**config.mk**
```make
export PLATFORM = sky130hd
export DESIGN_NAME = mem_lsu_stage
export DESIGN_NICKNAME = d
export VERILOG_FILES = /design/src/rtl/mem_lsu_stage.sv
export SDC_FILE = /design/constraint.sdc
export NUM_CORES = 1
export LEC_CHECK = 0
export BUFFER_PORTS_ARGS = -buffer_cell sky130_fd_sc_hd__buf_2
export CORE_MARGIN = 4
export CORE_UTILIZATION = 40
export DETAILED_ROUTE_END_ITERATION = 10
export PLACE_DENSITY = 0.65
export SLEW_MARGIN = 0
export SYNTH_ARGS = -nofsm -noshare
export SYNTH_HDL_FRONTEND = slang
export SYNTH_SLANG_ARGS = --single-unit
```
**constraint.sdc**
```tcl
create_clock -name clk -period 2.2 [get_ports clk]
set_input_delay 0 -clock clk [delete_from_list [all_inputs] [get_ports clk]]
set_output_delay 0 -clock clk [all_outputs]
set_load 0.02 [all_outputs]
```
**src/rtl/mem_lsu_stage.sv**
```systemverilog
// MEM pipeline stage: runs EX-bundle loads/stores on a valid/ready data port and registers the WB bundle.
// Build option MEM_ALE_CHECK_EN: misaligned accesses retire without a memory request and pulse ale.
module mem_lsu_stage #(
   parameter int ADDR_WIDTH     = 32,
   parameter int DATA_WIDTH     = 32,
   parameter int REG_ADDR_WIDTH = 5,
   parameter int LSU_OP_WIDTH   = 4
) (
   input  logic                      clk,
   input  logic                      rst,
   input  logic                      in_valid,
   output logic                      in_ready,
   input  logic [31:0]               in_inst,
   input  logic [ADDR_WIDTH-1:0]     in_pc,
   input  logic [ADDR_WIDTH-1:0]     in_ex_result,
   input  logic                      in_rw_en,
   input  logic [REG_ADDR_WIDTH-1:0] in_rw_addr,
   input  logic [DATA_WIDTH-1:0]     in_lsu_data,
   input  logic [LSU_OP_WIDTH-1:0]   in_lsu_op,
   output logic                      dreq_valid,
   input  logic                      dreq_ready,
   output logic                      dreq_we,
   output logic [ADDR_WIDTH-1:0]     dreq_addr,
   output logic [DATA_WIDTH-1:0]     dreq_wdata,
   output logic [3:0]                dreq_wstrb,
   input  logic                      drsp_valid,
   input  logic [DATA_WIDTH-1:0]     drsp_rdata,
   output logic                      wb_valid,
   output logic [31:0]               wb_inst,
   output logic [ADDR_WIDTH-1:0]     wb_pc,
   output logic                      wb_rw_en,
   output logic [REG_ADDR_WIDTH-1:0] wb_rw_addr,
   output logic [DATA_WIDTH-1:0]     wb_rw_data
`ifdef MEM_ALE_CHECK_EN
   ,
   output logic                      ale
`endif
);

   localparam logic [LSU_OP_WIDTH-1:0] OP_LD_B  = LSU_OP_WIDTH'(1);
   localparam logic [LSU_OP_WIDTH-1:0] OP_LD_H  = LSU_OP_WIDTH'(2);
   localparam logic [LSU_OP_WIDTH-1:0] OP_LD_W  = LSU_OP_WIDTH'(3);
   localparam logic [LSU_OP_WIDTH-1:0] OP_LD_BU = LSU_OP_WIDTH'(4);
   localparam logic [LSU_OP_WIDTH-1:0] OP_LD_HU = LSU_OP_WIDTH'(5);
   localparam logic [LSU_OP_WIDTH-1:0] OP_ST_B  = LSU_OP_WIDTH'(6);
   localparam logic [LSU_OP_WIDTH-1:0] OP_ST_H  = LSU_OP_WIDTH'(7);
   localparam logic [LSU_OP_WIDTH-1:0] OP_ST_W  = LSU_OP_WIDTH'(8);

   typedef enum logic [1:0] {IDLE, REQ, WAIT} state_t;

   state_t                    state_q, state_d;
   logic [31:0]               inst_q, inst_d;
   logic [ADDR_WIDTH-1:0]     pc_q, pc_d;
   logic [ADDR_WIDTH-1:0]     ex_result_q, ex_result_d;
   logic                      rw_en_q, rw_en_d;
   logic [REG_ADDR_WIDTH-1:0] rw_addr_q, rw_addr_d;
   logic [LSU_OP_WIDTH-1:0]   op_q, op_d;

   logic                      dreq_valid_d, dreq_we_d;
   logic [ADDR_WIDTH-1:0]     dreq_addr_d;
   logic [DATA_WIDTH-1:0]     dreq_wdata_d;
   logic [3:0]                dreq_wstrb_d;
   logic                      wb_valid_d, wb_rw_en_d;
   logic [31:0]               wb_inst_d;
   logic [ADDR_WIDTH-1:0]     wb_pc_d;
   logic [REG_ADDR_WIDTH-1:0] wb_rw_addr_d;
   logic [DATA_WIDTH-1:0]     wb_rw_data_d;

   logic                      in_is_load, in_is_store, in_is_half, in_is_word;
   logic [1:0]                in_lane;
   logic [DATA_WIDTH-1:0]     st_wdata;
   logic [3:0]                st_wstrb;
   logic [7:0]                ld_byte;
   logic [15:0]               ld_half;
   logic [DATA_WIDTH-1:0]     ld_data;

`ifdef MEM_ALE_CHECK_EN
   logic                      ale_d;
   logic                      in_misaligned;

   assign in_misaligned = (in_is_half && in_ex_result[0]) ||
                          (in_is_word && (in_ex_result[1:0] != 2'b00));
`endif

   // Held in reset the stage must look stalled, so reset gates the ready flag directly.
   assign in_ready = rst && (state_q == IDLE);

   // Undefined op codes fall outside both ranges and therefore behave as NONE.
   always_comb begin
      in_is_load  = (in_lsu_op >= OP_LD_B) && (in_lsu_op <= OP_LD_HU);
      in_is_store = (in_lsu_op >= OP_ST_B) && (in_lsu_op <= OP_ST_W);
      in_is_half  = (in_lsu_op == OP_LD_H) || (in_lsu_op == OP_LD_HU) || (in_lsu_op == OP_ST_H);
      in_is_word  = (in_lsu_op == OP_LD_W) || (in_lsu_op == OP_ST_W);
      in_lane     = in_ex_result[1:0];
      if (in_is_half) in_lane[0] = 1'b0;
      if (in_is_word) in_lane = 2'b00;
   end

   always_comb begin
      st_wdata = '0;
      st_wstrb = 4'b0000;
      case (in_lsu_op)
         OP_ST_B: begin
            st_wdata = {4{in_lsu_data[7:0]}};
            st_wstrb = 4'b0001 << in_lane;
         end
         OP_ST_H: begin
            st_wdata = {2{in_lsu_data[15:0]}};
            st_wstrb = in_lane[1] ? 4'b1100 : 4'b0011;
         end
         OP_ST_W: begin
            st_wdata = in_lsu_data;
            st_wstrb = 4'b1111;
         end
         default: ;
      endcase
   end

   // The lane for extraction comes from dreq_addr, which still holds the aligned request address.
   always_comb begin
      case (dreq_addr[1:0])
         2'd0:    ld_byte = drsp_rdata[7:0];
         2'd1:    ld_byte = drsp_rdata[15:8];
         2'd2:    ld_byte = drsp_rdata[23:16];
         default: ld_byte = drsp_rdata[31:24];
      endcase
      ld_half = dreq_addr[1] ? drsp_rdata[31:16] : drsp_rdata[15:0];
      case (op_q)
         OP_LD_B:  ld_data = {{24{ld_byte[7]}}, ld_byte};
         OP_LD_BU: ld_data = {24'd0, ld_byte};
         OP_LD_H:  ld_data = {{16{ld_half[15]}}, ld_half};
         OP_LD_HU: ld_data = {16'd0, ld_half};
         default:  ld_data = drsp_rdata;
      endcase
   end

   always_comb begin
      state_d      = state_q;
      inst_d       = inst_q;
      pc_d         = pc_q;
      ex_result_d  = ex_result_q;
      rw_en_d      = rw_en_q;
      rw_addr_d    = rw_addr_q;
      op_d         = op_q;
      dreq_valid_d = dreq_valid;
      dreq_we_d    = dreq_we;
      dreq_addr_d  = dreq_addr;
      dreq_wdata_d = dreq_wdata;
      dreq_wstrb_d = dreq_wstrb;
      wb_valid_d   = 1'b0;
      wb_inst_d    = wb_inst;
      wb_pc_d      = wb_pc;
      wb_rw_en_d   = wb_rw_en;
      wb_rw_addr_d = wb_rw_addr;
      wb_rw_data_d = wb_rw_data;
`ifdef MEM_ALE_CHECK_EN
      ale_d        = 1'b0;
`endif
      case (state_q)
         IDLE: begin
            if (in_valid) begin
               inst_d      = in_inst;
               pc_d        = in_pc;
               ex_result_d = in_ex_result;
               rw_en_d     = in_rw_en;
               rw_addr_d   = in_rw_addr;
               op_d        = in_lsu_op;
               if (!(in_is_load || in_is_store)) begin
                  wb_valid_d   = 1'b1;
                  wb_inst_d    = in_inst;
                  wb_pc_d      = in_pc;
                  wb_rw_en_d   = in_rw_en;
                  wb_rw_addr_d = in_rw_addr;
                  wb_rw_data_d = DATA_WIDTH'(in_ex_result);
               end
`ifdef MEM_ALE_CHECK_EN
               else if (in_misaligned) begin
                  wb_valid_d   = 1'b1;
                  ale_d        = 1'b1;
                  wb_inst_d    = in_inst;
                  wb_pc_d      = in_pc;
                  wb_rw_en_d   = 1'b0;
                  wb_rw_addr_d = in_rw_addr;
                  wb_rw_data_d = DATA_WIDTH'(in_ex_result);
               end
`endif
               else begin
                  state_d      = REQ;
                  dreq_valid_d = 1'b1;
                  dreq_we_d    = in_is_store;
                  dreq_addr_d  = {in_ex_result[ADDR_WIDTH-1:2], in_lane};
                  dreq_wdata_d = st_wdata;
                  dreq_wstrb_d = st_wstrb;
               end
            end
         end
         REQ: begin
            if (dreq_ready) begin
               dreq_valid_d = 1'b0;
               if (dreq_we) begin
                  state_d      = IDLE;
                  wb_valid_d   = 1'b1;
                  wb_inst_d    = inst_q;
                  wb_pc_d      = pc_q;
                  wb_rw_en_d   = 1'b0;
                  wb_rw_addr_d = rw_addr_q;
                  wb_rw_data_d = DATA_WIDTH'(ex_result_q);
               end else begin
                  state_d = WAIT;
               end
            end
         end
         WAIT: begin
            if (drsp_valid) begin
               state_d      = IDLE;
               wb_valid_d   = 1'b1;
               wb_inst_d    = inst_q;
               wb_pc_d      = pc_q;
               wb_rw_en_d   = rw_en_q;
               wb_rw_addr_d = rw_addr_q;
               wb_rw_data_d = ld_data;
            end
         end
         default: state_d = IDLE;
      endcase
   end

   always_ff @(posedge clk or negedge rst) begin
      if (!rst) begin
         state_q     <= IDLE;
         inst_q      <= '0;
         pc_q        <= '0;
         ex_result_q <= '0;
         rw_en_q     <= 1'b0;
         rw_addr_q   <= '0;
         op_q        <= '0;
         dreq_valid  <= 1'b0;
         dreq_we     <= 1'b0;
         dreq_addr   <= '0;
         dreq_wdata  <= '0;
         dreq_wstrb  <= 4'b0000;
         wb_valid    <= 1'b0;
         wb_inst     <= '0;
         wb_pc       <= '0;
         wb_rw_en    <= 1'b0;
         wb_rw_addr  <= '0;
         wb_rw_data  <= '0;
`ifdef MEM_ALE_CHECK_EN
         ale         <= 1'b0;
`endif
      end else begin
         state_q     <= state_d;
         inst_q      <= inst_d;
         pc_q        <= pc_d;
         ex_result_q <= ex_result_d;
         rw_en_q     <= rw_en_d;
         rw_addr_q   <= rw_addr_d;
         op_q        <= op_d;
         dreq_valid  <= dreq_valid_d;
         dreq_we     <= dreq_we_d;
         dreq_addr   <= dreq_addr_d;
         dreq_wdata  <= dreq_wdata_d;
         dreq_wstrb  <= dreq_wstrb_d;
         wb_valid    <= wb_valid_d;
         wb_inst     <= wb_inst_d;
         wb_pc       <= wb_pc_d;
         wb_rw_en    <= wb_rw_en_d;
         wb_rw_addr  <= wb_rw_addr_d;
         wb_rw_data  <= wb_rw_data_d;
`ifdef MEM_ALE_CHECK_EN
         ale         <= ale_d;
`endif
      end
   end

endmodule

```
==> Word-level counts from Yosys, hierarchy flattened <==
Index checks and enable logic that the tools add are counted.
{ "op_classes": {"order_cmp": 4, "eq_ne": 20, "n_shift": 1, "muxes": 54, "n_reduce_logical": 16} }
{ "ops": {"columns": ["operator", "n"], "rows": [
  ["$mux W32", 15],
  ["$pmux W32 S3", 4],
  ["$pmux W32 S4", 1],
  ["$mux W5", 5],
  ["$pmux W8 S3", 1],
  ["$eq A4 B3 Y1 const B", 5],
  ["$mux W16", 1],
  ["$pmux W5 S3", 1],
  ["$mux W1", 14],
  ["$eq A4 B2 Y1 const B", 3],
  ["$mux W2", 6],
  ["$pmux W4 S3", 1],
  ["$ne A2 B2 Y1 const B", 5],
  ["$reduce_and A4 Y1", 2],
  ["$pmux W1 S3", 2],
  ["$pmux W2 S3", 1],
  ["$reduce_and A6 Y1", 1],
  ["$eq A2 B1 Y1 const B", 2],
  ["$eq A2 B2 Y1 const B", 2],
  ["$eq A4 B1 Y1 const B", 1],
  ["$eq A4 B4 Y1 const B", 1],
  ["$ge A4 B1 Y1 const B", 1],
  ["$ge A4 B3 Y1 const B", 1],
  ["$le A4 B3 Y1 const B", 1],
  ["12 further kinds", 18]
]} }
{ "word_totals": {"reg_bits": 281, "in_bits": 175, "out_inout_bits": 174, "wordCells": 113} }

==> Longest topological paths before layout <==
{ "depth": {"ltp_word": 7, "depth_mapped": 9, "mapped_depth_nobuf": 7} }

==> Worst setup path before layout <==
OpenSTA, ideal clock, no wires.
{ "synth_timing": {"kind": "reg-to-reg", "from": "register dreq_addr[0]", "to": "register wb_rw_data[21]", "setup_ns": 0.130, "arrival_ns": 2.295, "required_ns": 2.070, "path_slack_ns": -0.226, "stages_incl_launch_ff": 9, "n_path_buf": 3, "period_less_slack_ns": 2.426, "cell_sequence": "dfrtp_1 buf_2 mux4_2 a221o_1 clkbuf_1 o21a_1 clkbuf_1 o221ai_1 a31oi_1"} }
{ "synth_via": {"elab_chain_len": 5, "elab_cells_between_ends": 7, "cone_classes": "eq/ne (2); mux (4); reduce/logical (1)"} }
{ "synth_rtl": {"columns": ["item", "line_no", "source"], "rows": [
  ["start, declared", "23", "output logic [ADDR_WIDTH-1:0] dreq_addr,"],
  ["start signal, assigned", "261", "dreq_addr <= dreq_addr_d;"],
  ["$eq A2 B2 Y1 (tied with other cells)", "121", "case (dreq_addr[1:0])"],
  ["$pmux W8 S3 (*)", "121", null],
  ["$pmux W32 S4 (*)", "128", "case (op_q)"],
  ["$mux W32 (*)", "214", "if (drsp_valid) begin"],
  ["$pmux W32 S3 (*)", "159", "case (state_q)"],
  ["end signal, assigned", "269", "wb_rw_data <= wb_rw_data_d;"],
  ["end, declared", "33", "output logic [DATA_WIDTH-1:0] wb_rw_data"]
]} }
Mark *: on every way between the ends. The rest lies on a longest branch, timed or not. The select of a mux whose other input is x is not followed.
A chain may end at the register's enable or synchronous reset.

==> Worst setup path after layout <==
{ "layout_timing": {"from": "register state_q[0]", "to": "register wb_rw_data[13]"} }
{ "layout_via": {"elab_chain_len": 3, "elab_cells_between_ends": 11, "cone_classes": "eq/ne (7); mux (1); reduce/logical (3)"} }
{ "layout_rtl": {"columns": ["item", "line_no", "source"], "rows": [
  ["start, declared", "51", "state_t state_q, state_d;"],
  ["start signal, assigned", "252", "state_q <= state_d;"],
  ["$eq A2 B2 Y1 (tied with other cells)", "159", null],
  ["$ne A2 B2 Y1 (no line) or $reduce_bool A3 Y1 (tied branches)", null, null],
  ["$reduce_and A6 Y1 (no line)", null, null]
]} }
Parallel ways exist; a longest one is shown, timed or not.

==> run metrics <==
status finished clean; crit path kind reg -> reg; largest net degree at the start of global routing 95; initial DRC count 553; filler instances 2,631; Clock Tree Root clkbuf_16; GRT Overall Usage 0.2199; 1st-pass router iterations 5; CP Capture Type flip-flop; clk slew on worst S/H paths 0.06 ns; Netlist cell types 52; Die Area 0.03483 mm2; initial antenna violation count 3; H-tree level count 1; Initial Util 0.4045; CTS sink cnt 281; Ports 349; area grow syn2layout 43.33%; synthesized flop and latch total 281; number of flops mapped to enable cells by yosys 0; # port buffers 348; crit path max fanout 5; Max IR drop VDD 0.0008456 V; Die H 186.6 um; setup_tns 0 ns; clk_lat worst skew 0.55 ns; final setup vio count 0; Die Wd 186.6 um; vias in the first global route 11,520; Max Cap Viol 0; synth warn 0; final WL 40,000 um; share of cells above drive strength 1 0.3899; Max-slew headroom 0.5657; Post-Syn Area 0.01276 mm2; Via Count 10,930; Pwr Total 28.18 mW; commonest non-fill, non-tap cell in the layout buf_2; clock skew 0.006259 ns; Slew @ Worst Pin 0.6479 ns; leakage 8.343 nW; Finished Cell Area 0.01829 mm2; Peak Freq 462.2 MHz; DRC viols 0; FP Rows 65; commonest cells after routing, fill and taps aside buf_2 (347), dfrtp_1 (279), dlygate4sd3_1 (173); Req. time, crit path 2.64 ns; Hold Slack 0.04592 ns; dpl hpwl 25,720 um; Critical Path AT 2.60 ns; Syn Inst Count 1,088; Routed Antenna Nets 0; Seq/Total Area, Yosys 0.5509; period utilization 0.9834; Startpoint Class flip-flop; Placed Area 0.01521 mm2; Core ar. 0.03156 mm2; routed len/inst 19.53 um; Final Util 0.5797; class of the worst hold path in -> reg; syn_nets 1,267; post-route minimum period 2.164 ns; Post-synth top flop dfrtp_1; first-pass GRT wire length 63,200 um; gr ovfl total 0; NumNets Final 1,799; Final Wtd Congestion 0.8190; syn_area_per_cell 11.73 um2; CTS tree built; Num CTS Buffers 31; Avg Vias per Cell 5.337; RSZ-0062 raised after global routing yes; Clock Tree Buf Depth 3; Max Slew Vio Count 0; Pwr Density 1540 mW/mm2; Final Hold Vio Count 0; FFs w/ async S/R, synth 1.000
## metrics by stage
stage / setup WS [ns] / cells
floorplan: -0.003725 / 1088
global placement: -0.07877 / 1800
detailed placement: -0.09435 / 1800
CTS: 0.007326 / 2033
global route: -0.05446 / 2048
finish: 0.03646 / 2048
## report_power, final
group | leakage, nW | internal, mW | total, mW | switching [mW]
Sequential | 3.31 | 7.76 | 9.11 | 1.35
Combinational | 4.52 | 5.97 | 13.7 | 7.76
Clock | 0.519 | 3.24 | 5.34 | 2.11
Total | 8.34 | 17.0 | 28.2 | 11.2
## worst paths after layout
path | start | end | slack (ns) | cells after the start
hold reg to reg | dreq_wdata[24] | dreq_wdata[24] | 0.48 | 2
min in group asynchronous | rst | dreq_addr[10] | 0.08 | 3
setup / recovery | state_q[0] | wb_rw_data[13] | 0.04 | 8
setup reg to reg | state_q[0] | wb_rw_data[13] | 0.04 | 8
max in group asynchronous | rst | op_q[1] | 1.60 | 3
hold / removal | drsp_rdata[10] | wb_rw_data[10] | 0.05 | 4
## per-layer routing
layer,vias up,part of all wire,GRT usage
li1,5024,-,-
met1,5403,0.40,0.2749
met2,400,0.49,0.3763
met3,102,0.063,0.04583
met4,2,0.042,0.08532
met5,-,0.00037,0
## layout make-up
type / instances / area, um2 / share of cell area
flip-flops and latches: 281 / 7034 / 0.3845
multi-input cells: 715 / 5454 / 0.2981
repair buffers: 580 / 4200 / 0.2296
clock buffers: 48 / 929.6 / 0.05082
well taps: 402 / 503.0 / 0.02749
clock inverters: 9 / 126.4 / 0.006908
inverters: 11 / 41.29 / 0.002257
diodes: 2 / 5.005 / 0.0002736
## cells by family (layout without fill, tap and decap cells)
group | Yosys count | in the layout | share of synthesized area
other cells | 0 | 2 | 0
mux | 239 | 239 | 0.2095
buf+inv | 93 | 648 | 0.03196
flops | 281 | 281 | 0.5509
simple gates | 211 | 211 | 0.07323
xor+xnor | 1 | 1 | 0.0006863
fa+ha+maj | 4 | 4 | 0.003921
compound gates | 259 | 260 | 0.1298
## critical path, stage by stage (launching register included)
cell and delay (ns):
dfrtp_1 0.41, inv_2 0.08, ha_2 0.22, nand2b_4 0.09, o221ai_2 0.12, a2111oi_4 0.46, buf_4 0.20, clkbuf_16 0.15
mux2_2 0.33
## synth_stat cells, drive strengths merged, types with 2 or more instances
cell | n | area share
nor2b | 24 | 0.012
mux2 | 145 | 0.13
a222oi | 6 | 0.0047
a22o | 16 | 0.011
clkbuf | 52 | 0.015
a21o | 2 | 0.0012
o21ai | 24 | 0.0094
nor2 | 119 | 0.035
and3 | 7 | 0.0034
ha | 4 | 0.0039
o221ai | 32 | 0.022
nand2 | 42 | 0.012
inv | 11 | 0.0032
a22oi | 10 | 0.0059
a21oi | 117 | 0.046
o211ai | 2 | 0.0012
mux2i | 86 | 0.067
mux4 | 8 | 0.014
o21a | 3 | 0.0018
o31ai | 2 | 0.0012
a31oi | 34 | 0.017
nand2b | 2 | 0.00098
o21bai | 2 | 0.0012
and2 | 5 | 0.0026
buf | 30 | 0.013
dfrtp | 281 | 0.55
nor3 | 2 | 0.00078
## repair_timing
action,in CTS,in global routing
pin swaps,1,3
endpoints found under the setup margin,91,100
cloned,1,3
resized for setup,7,17
hold buffers,174,0
hold endpoints to repair,559,0
buffers inserted,1,11
## sequential cells by signal, indices dropped and copies added, names as in the netlist
name	count
dreq_addr	32
dreq_wdata	32
ex_result_q	32
inst_q	32
pc_q	32
wb_inst	32
wb_pc	32
wb_rw_data	32
rw_addr_q	5
wb_rw_addr	5
dreq_wstrb	4
op_q	4
state_q	2
dreq_valid	1
dreq_we	1
rw_en_q	1
wb_rw_en	1
wb_valid	1
Note: power is estimated with default switching activity, not from simulation.
